## config.mk

```make
export PLATFORM = sky130hd
export DESIGN_NAME = dvi_fifo_writer
export DESIGN_NICKNAME = d
export VERILOG_FILES = /design/src/rtl/dvi_fifo_writer_pkg.sv /design/src/rtl/dvi_fifo_writer_coord.sv /design/src/rtl/dvi_fifo_writer.sv
export SDC_FILE = /design/constraint.sdc
export NUM_CORES = 1
export LEC_CHECK = 0
export ABC_AREA = 0
export CAP_MARGIN = 10
export CORE_MARGIN = 3
export CORE_UTILIZATION = 55
export CTS_BUF_LIST = sky130_fd_sc_hd__clkbuf_2 sky130_fd_sc_hd__clkbuf_4 sky130_fd_sc_hd__clkbuf_8
export CTS_CLUSTER_DIAMETER = 30
export DETAILED_ROUTE_END_ITERATION = 8
export MAX_ROUTING_LAYER = met4
export PLACE_DENSITY = 0.87
export SETUP_SLACK_MARGIN = 0.15
export SKIP_CTS_REPAIR_TIMING = 1
export SLEW_MARGIN = 10
export SYNTH_ARGS = -nofsm -noshare
export SYNTH_HDL_FRONTEND = slang
export SYNTH_HIERARCHICAL = 1
export SYNTH_SLANG_ARGS = --single-unit
```

## constraint.sdc

```tcl
create_clock -name clk_25 -period 6.4 [get_ports clk_25]
set_input_delay 1.28 -clock clk_25 [delete_from_list [all_inputs] [get_ports clk_25]]
set_output_delay 1.28 -clock clk_25 [all_outputs]
set_load 0.1 [all_outputs]
```

## src/rtl/dvi_fifo_writer_pkg.sv

```systemverilog
// Shared definitions for the DVI pixel FIFO writer and reader.
// FIFO word layout, coordinate widths and FSM state encoding.
package dvi_fifo_writer_pkg;

  localparam int WORD_W = 44;
  localparam int CNT_W  = 10;

  localparam int X_MSB = 43;
  localparam int Y_MSB = 33;
  localparam int R_MSB = 23;
  localparam int G_MSB = 15;
  localparam int B_MSB = 7;

  localparam int DEF_H_ACTIVE = 640;
  localparam int DEF_V_ACTIVE = 480;

  typedef logic [CNT_W-1:0] coord_t;

  typedef enum logic {
    S_WAIT_VS = 1'b0,
    S_ACTIVE  = 1'b1
  } wr_state_e;

  function automatic logic [WORD_W-1:0] pack_word(
    input coord_t     x,
    input coord_t     y,
    input logic [7:0] r,
    input logic [7:0] g,
    input logic [7:0] b
  );
    return {x, y, r, g, b};
  endfunction

endpackage

```

## src/rtl/dvi_fifo_writer_coord.sv

```systemverilog
// Active-area x/y position tracker for the DVI FIFO writer.
// Flags the last pixel of a frame as it is stepped past.
module pixel_coord_counter
  import dvi_fifo_writer_pkg::*;
#(
  parameter int H_ACTIVE = DEF_H_ACTIVE,
  parameter int V_ACTIVE = DEF_V_ACTIVE
) (
  input  logic   clk_25,
  input  logic   rst_n,
  input  logic   clear,
  input  logic   step,
  output coord_t x,
  output coord_t y,
  output logic   at_origin,
  output logic   frame_end
);

  localparam coord_t X_LAST = CNT_W'(H_ACTIVE - 1);
  localparam coord_t Y_LAST = CNT_W'(V_ACTIVE - 1);

  logic x_wrap;
  logic y_wrap;

  assign x_wrap    = (x == X_LAST);
  assign y_wrap    = (y == Y_LAST);
  assign at_origin = (x == '0) && (y == '0);
  assign frame_end = step & x_wrap & y_wrap;

  always_ff @(posedge clk_25 or negedge rst_n) begin
    if (!rst_n) begin
      x <= '0;
      y <= '0;
    end else if (clear) begin
      x <= '0;
      y <= '0;
    end else if (step) begin
      if (x_wrap) begin
        x <= '0;
        y <= y_wrap ? '0 : y + 1'b1;
      end else begin
        x <= x + 1'b1;
      end
    end
  end

endmodule

```

## src/rtl/dvi_fifo_writer.sv

```systemverilog
// DVI capture front end: tags pixels with x/y and feeds a FIFO.
// Optional statistics counters: define DVI_WRITER_STATS_EN.
module dvi_fifo_writer
  import dvi_fifo_writer_pkg::*;
#(
  parameter int H_ACTIVE = DEF_H_ACTIVE,
  parameter int V_ACTIVE = DEF_V_ACTIVE
) (
  input  logic              clk_25,
  input  logic              rst_n,
  input  logic              vsync,
  input  logic              de,
  input  logic [7:0]        pix_r,
  input  logic [7:0]        pix_g,
  input  logic [7:0]        pix_b,
  input  logic              wrfull,
  input  logic              clr,
  output logic              wrclk,
  output logic              wrreq,
  output logic [WORD_W-1:0] data,
  output logic              frame_done,
  output logic              overflow,
`ifdef DVI_WRITER_STATS_EN
  output logic [15:0]       drop_cnt,
  output logic [7:0]        frame_cnt,
`endif
  output logic              frame_err
);

  wr_state_e state;
  wr_state_e state_nxt;

  logic vs_prev;
  logic vs_rise;
  logic active;
  logic coord_clr;
  logic ferr_set;
  logic pix_ev;
  logic load;
  logic drop;
  logic hold_vld;
  logic at_origin;
  logic frame_end;
  coord_t x;
  coord_t y;
  logic [WORD_W-1:0] hold_word;

  assign wrclk   = clk_25;
  assign vs_rise = vsync & ~vs_prev;
  assign pix_ev  = active & de & ~vsync;
  assign wrreq   = hold_vld & ~wrfull;
  // A write this cycle frees the slot for a new pixel
  assign load    = pix_ev & (~hold_vld | wrreq);
  assign drop    = pix_ev & ~load;
  assign data    = hold_word;

  pixel_coord_counter #(
    .H_ACTIVE (H_ACTIVE),
    .V_ACTIVE (V_ACTIVE)
  ) u_coord (
    .clk_25    (clk_25),
    .rst_n     (rst_n),
    .clear     (coord_clr),
    .step      (pix_ev),
    .x         (x),
    .y         (y),
    .at_origin (at_origin),
    .frame_end (frame_end)
  );

  always_ff @(posedge clk_25 or negedge rst_n) begin
    if (!rst_n) state <= S_WAIT_VS;
    else        state <= state_nxt;
  end

  always_comb begin
    state_nxt = state;
    unique case (1'b1)
      (state == S_WAIT_VS):
        if (vs_rise) state_nxt = S_ACTIVE;
      (state == S_ACTIVE):
        if (frame_end) state_nxt = S_WAIT_VS;
      default: state_nxt = S_WAIT_VS;
    endcase
  end

  always_comb begin
    active    = 1'b0;
    coord_clr = 1'b0;
    ferr_set  = 1'b0;
    unique case (1'b1)
      (state == S_WAIT_VS): begin
        coord_clr = vs_rise;
      end
      (state == S_ACTIVE): begin
        active    = 1'b1;
        coord_clr = vs_rise;
        ferr_set  = vs_rise & ~at_origin;
      end
      default: ;
    endcase
  end

  always_ff @(posedge clk_25 or negedge rst_n) begin
    if (!rst_n) begin
      vs_prev    <= 1'b0;
      hold_vld   <= 1'b0;
      hold_word  <= '0;
      frame_done <= 1'b0;
    end else begin
      vs_prev    <= vsync;
      frame_done <= frame_end;
      if (load) begin
        hold_vld  <= 1'b1;
        hold_word <= pack_word(x, y, pix_r, pix_g, pix_b);
      end else if (wrreq) begin
        hold_vld  <= 1'b0;
      end
    end
  end

  always_ff @(posedge clk_25 or negedge rst_n) begin
    if (!rst_n) begin
      overflow  <= 1'b0;
      frame_err <= 1'b0;
    end else begin
      if (drop)     overflow <= 1'b1;
      else if (clr) overflow <= 1'b0;
      if (ferr_set) frame_err <= 1'b1;
      else if (clr) frame_err <= 1'b0;
    end
  end

`ifdef DVI_WRITER_STATS_EN
  always_ff @(posedge clk_25 or negedge rst_n) begin
    if (!rst_n) begin
      drop_cnt  <= '0;
      frame_cnt <= '0;
    end else begin
      if (clr)
        drop_cnt <= {15'd0, drop};
      else if (drop && drop_cnt != 16'hFFFF)
        drop_cnt <= drop_cnt + 16'd1;
      if (clr)
        frame_cnt <= {7'd0, frame_done};
      else if (frame_done)
        frame_cnt <= frame_cnt + 8'd1;
    end
  end
`endif

endmodule

```

==> results_dict.tcl, run 1 <==
set metrics [dict create \
    status "complete, no violations" \
    endpoint_kind "primary output" \
    dieArea_um2 6984 \
    synth-edff-count 0 \
    antenna_cells 0 \
    stdcell_area_um2 4279 \
    core_area_um2 5675 \
    hold_viol 0 \
    dp_slack_ps 980.4 \
    gp_congestion 0.7890 \
    place_area_um2 4035 \
    crit_path_frequent_cell "clkbuf_8" \
    ys_warn_count 6 \
    path_buf_inv 3 \
    holdWs_ps 510.5 \
    antenna_found_initial 0 \
    ios 79 \
    startpoint "clk_25" \
    via_count 2218 \
    syn_area_um2 3309 \
    drt-total-wl_um 7188 \
    total_power_uw 1418 \
    fp.dieH_um 83.57 \
    syn2layout_area_growth_pct 29.30 \
    grt_pass1_wl_um 11980 \
    worstPathRequired_ps 5120 \
    drt_iter0_markers 159 \
    synthFlopType "dfrtp_1" \
    hp-class "register to register" \
    wl_per_cell_um 17.93 \
    clk_latency_ps 450 \
    cp_max_fo 2 \
    synth_nets 275 \
    rrSetupSlack_ps 3850 \
    drv_slew 0 \
    numPortBuffers 78 \
    synth.avg_cell_area_um2 13.73 \
    timing.rr.start "u_coord/x[1]$_DFFE_PN0P_" \
    vdd_drop_max_uv 337.6 \
    worstSetupPathType "clock port to primary output" \
    grt-ovfl-total 0 \
    slew-limit-headroom_pct 28.63 \
    dr.pass1.iters 4 \
    drc 0 \
    clkTransAtPathRegs_ps 80 \
    worst_path_max_delay_cell "clkdlybuf4s50_1" \
    cellPowerDensity_nw_per_um2 331.3 \
    cpLargestDelayFamily "buffers and inverters" \
    grt_pass1_vias 2256 \
    routed_via_density 5.531 \
    antenna_left 0 \
    max_stage_delay_ps 960 \
    grt_use_total_pct 22.74 \
    setup_tns_ps 0 \
    maxCapViolations 0 \
    rsz0062_at_grt "no" \
    async_flop_share_pct 100.0 \
    start_kind "clock port" \
    grt_max_degree 71 \
    synthCells 241 \
    dpl.hpwl_um 4766 \
    power_leakage_uw 0.001978 \
    ys_seq_area_share_pct 52.93 \
    drive_above_1_share_pct 21.58 \
    start_util_pct 58.31 \
    worstPathCellList "clkbuf_8 > clkbuf_8 > clkdlybuf4s50_1" \
    nets 358 \
    layout_setup_ws_ps 734.4 \
    crit_arrival_ps 4390 \
    setup_viol 0 \
    min-delay-start "data[23]$_DFFE_PN0P_" \
    rows 27 \
    synthDistinctLibCells 46 \
    synth-seq-cells 70 \
    cts_tree "done" \
    finClkSkew_ps 11.04 \
    fp.dieW_um 83.57 \
    worstMarginPinSlew_ps 1061 \
]
==> placed cells by master, fill, tap and decap left out, drive strengths merged, types with 2 or more instances in the layout <==
cell,count
nand2,10
and4,3
xnor2,6
o21ai,5
inv,14
o311ai,2
nor2,13
mux2,44
o31ai,3
nor4,5
nand3,10
and3,3
nor3,3
nand2b,2
clkbuf,13
o211ai,3
or3,3
nor2b,4
nand4,3
a22o,3
ha,4
a21oi,4
clkdlybuf4s50,77
nor4b,2
clkinvlp,2
clkinv,2
buf,2
xor2,3
dfrtp,70
==> final timing paths <==
check                                            to  cells past startpoint
setup reg to reg           u_coord/y[6]$_DFFE_PN0P_                      5
min in group asynchronous      data[23]$_DFFE_PN0P_                      2
hold reg to reg                data[23]$_DFFE_PN0P_                      1
max in group asynchronous  u_coord/x[2]$_DFFE_PN0P_                      2
hold / removal                 data[23]$_DFFE_PN0P_                      1
setup / recovery                              wrclk                      3
==> cell type report <==
type	count	area, µm²
fill	350	1396
sequential	70	1752
clock inverter	6	71.32
clock buffer	14	182.7
multi-input combinational	148	1359
inverter	13	51.30
tap	72	90.09
timing repair buffer	78	773.2
==> worst register-to-register path, cell delays in order (launching register included) <==
cell and delay [ps]:
dfrtp_1 460, ha_1 290, nand4_4 180, o31ai_1 930, o21ai_0 260, a22o_1 310
==> per-stage QoR <==
step                std cells  util, %
global route              401    75.40
global placement          382    71.10
floorplan                 241        -
detailed placement        382    71.10
CTS                       401    75.40
finish                    401    75.40
==> power by group <==
group | switching, µW | internal (µW)
clock network | 233 | 237
logic | 315 | 127
registers | 26.6 | 480
total | 574 | 843
==> flip-flops by register name (all words and copies together), names as in the netlist <==
signal and count:
data 44, frame_done 1, u_coord/y 10, frame_err 1
overflow 1, state 1, hold_vld 1, u_coord/x 10
vs_prev 1
==> logic make-up (layout without fill, tap and decap cells) <==
| group | Yosys count | after routing | share of synthesized area (%) |
|---|---|---|---|
| adder cells (fa/ha/maj) | 4 | 4 | 1.512 |
| AND/OR/NAND/NOR | 65 | 65 | 12.14 |
| flip-flops | 70 | 70 | 52.93 |
| AO/OA/AOI/OAI | 25 | 25 | 5.218 |
| XOR/XNOR | 9 | 9 | 2.382 |
| multiplexers | 45 | 45 | 19.81 |
| buffers and inverters | 23 | 111 | 6.011 |
==> layer usage <==
| metal | share of wire (%) | track usage [%] | vias to the layer above |
|---|---|---|---|
| met5 | 0 | - | - |
| met4 | 1.3 | 8.772 | 0 |
| met3 | 6.8 | 6.910 | 12 |
| met2 | 47 | 33.04 | 100 |
| met1 | 45 | 30.10 | 1074 |
| li1 | - | - | 1032 |
==> synthesized netlist by cell type, drive strengths merged, types with 3 or more instances <==
cell type | n | share of area, %
nor2 | 13 | 1.5
and3 | 3 | 0.57
o21ai | 5 | 0.76
ha | 4 | 1.5
o31ai | 3 | 0.68
and4 | 3 | 0.79
a21oi | 4 | 0.60
xor2 | 3 | 0.79
buf | 6 | 2.8
mux2 | 44 | 20
nand4 | 3 | 1.0
nor2b | 4 | 0.76
nor4 | 5 | 0.95
xnor2 | 6 | 1.6
nand3 | 10 | 1.5
nor3 | 3 | 0.45
dfrtp | 70 | 53
or3 | 3 | 0.57
a22o | 3 | 0.79
inv | 13 | 1.6
nand2 | 10 | 1.9
o211ai | 3 | 0.68
Power figures use the tool's default switching activity.
==> run 2, diff against run 1 <==
--- a/config.mk
+++ b/config.mk
@@ -6,6 +6,7 @@
 export NUM_CORES = 1
 export LEC_CHECK = 0
 export ABC_AREA = 0
+export ABC_CLOCK_PERIOD_IN_PS = 6400
 export CAP_MARGIN = 10
 export CORE_MARGIN = 3
 export CORE_UTILIZATION = 55
==> results of run 2 <==
The final DEF is identical to that of run 1; final timing and power are the same.
==> patch, RTL diff (flow settings as in run 2) <==
Add a define of `DVI_WRITER_STATS_EN`.
--- a/src/rtl/dvi_fifo_writer.sv
+++ b/src/rtl/dvi_fifo_writer.sv
@@ -1,5 +1,7 @@
 // DVI capture front end: tags pixels with x/y and feeds a FIFO.
 // Optional statistics counters: define DVI_WRITER_STATS_EN.
+`define DVI_WRITER_STATS_EN
+
 module dvi_fifo_writer
   import dvi_fifo_writer_pkg::*;
 #(
Check against the original RTL (old outputs only; new: drop_cnt and frame_cnt): equivalent (Yosys induction, for registers that start in step).
==> patch against run 2 <==
- worst setup slack got worse by 0.010 ns
- largest power group unchanged
- critical path type unchanged
- via count rose by 51%
- routed wire length rose by 28%
- worst hold slack got worse by 0.015 ns
- sequential cell count rose by 24
- register-to-register slack got worse by 0.17 ns
- count of clock-buffer cells in the layout rose by 1
- power rose by 17%
- clock skew fell by 0.0022 ns
- utilization rose by 0.52 points
- final cell count rose by 45%
- cell area rose by 33%
- synthesized area rose by 32%
- largest cell class unchanged
==> patch: results (changes against run 2) <==
stage,metric,value,unit,change
synthesis,share of the synthesized area in compound gates (AO/OA/AOI/OAI),8.28,%,+3.1 points
synthesis,Synthesized Nets,410,,+49%
synthesis,Cells after Synth,374,,+55%
finish,fraction of layout cells with a size suffix above 1,16.1,%,-5.5 points
synthesis,ranking of synthesized cells by area,"dfrtp_1 (54%), mux2_2 (12%), a21oi_1 (1.9%)",,
detailed_routing,M1 wire length,4010,µm,+24%
grt,GRT met2 Usage,36.0,%,+2.9 points
synthesis,"Seq/Total Area, Yosys",53.7,%,+0.77 points
detailed_routing,WL/cell,15.8,µm,-12%
grt,GR Util met1,28.6,%,-1.5 points
worst_setup_path,reg2reg path depth,5,,unchanged
worst_setup_path,crit path max-delay cell type,clkdlybuf4s50_1,,
detailed_routing,via/cell ratio,5.74,,+3.8%
grt,met3 Track Usage GR,4.18,%,-2.7 points
power_and_ir_drop,Static Leak,2.39,nW,+21%
min_path,worst hold stages,1,,unchanged
synthesis,Adder-Cell Fraction of Synth Area,1.71,%,+0.20 points
place,placed instance area,5440,µm²,+35%
finish,Fillers,506,,+45%
place,hpwl dp,6420,µm,+35%
grt,largest net degree at the start of global routing,60,,-15%
finish,Nets,515,,+44%
timing,Slew @ Worst Pin,1.08,ns,+0.0204 ns
grt,all-layer global routing usage,22.5,%,-0.24 points
grt,number of global-route vias before repair,3411,,+51%
detailed_routing,routed wl met3,500,µm,+2.7%
synthesis,commonest cells in the netlist,"dfrtp_1 (94), mux2_2 (46), nor2_1 (22)",,
run_status,outcome,"finished, final reports clean",,
synthesis,XOR/XNOR Fraction of Synth Area,3.00,%,+0.62 points
synthesis,count of different cell masters after synthesis,50,,+8.7%
grt,initial antenna violation count,0,,unchanged
detailed_routing,vias after detailed routing,3346,,+51%
synthesis,Synth Warn #,6,,unchanged
min_path,worst min path class,reg -> reg,,
grt,first-pass GRT wire length,15600,µm,+30%
place,gpl congestion,0.856,,+8.5%
worst_setup_path,CP arrival,4.40,ns,about the same
synthesis,mux cell area share after synthesis,12.1,%,-7.8 points
detailed_routing,DR iter-0 viols,137,,-14%
detailed_routing,metal2 WL,4600,µm,+37%
timing,Clock Skew,0.00889,ns,-0.00215 ns
place,IO Port Bufs,102,,+31%
power_and_ir_drop,VDD IR max,0.406,mV,+20%
place,dpl cells,564,,+48%
power_and_ir_drop,internal cell power,1.01,mW,+19%
patch: path summary, 6_finish.rpt:
check	from	end	slack (ns)
worst max-delay path	clk_25	wrclk	0.72
worst min-delay path	frame_err	frame_err	0.50
worst max register to register	state	u_coord/y[8]	3.68
worst min register to register	frame_err	frame_err	0.50
max in group asynchronous	rst_n	u_coord/y[0]	4.55
min in group asynchronous	rst_n	data[4]	0.76
patch: power by group through the flow:
stage               Combinational, mW  Sequential, mW  Clock [mW]
global placement                0.485           0.672      0.0613
detailed placement              0.489           0.674      0.0613
floorplan                      0.0749           0.959      0.0590
finish                          0.486           0.662       0.510
global route                    0.504           0.669       0.549
CTS                             0.490           0.662       0.526
patch: layout make-up:
cell class | count | area (µm²) | share of cell area [%]
sequential | 94 | 2350 | 41.4
multi-input combinational | 252 | 1870 | 32.9
timing repair buffer | 104 | 1030 | 18.1
clock buffer | 15 | 196 | 3.46
tap | 99 | 124 | 2.18
clock inverter | 5 | 58.8 | 1.03
inverter | 14 | 52.6 | 0.925
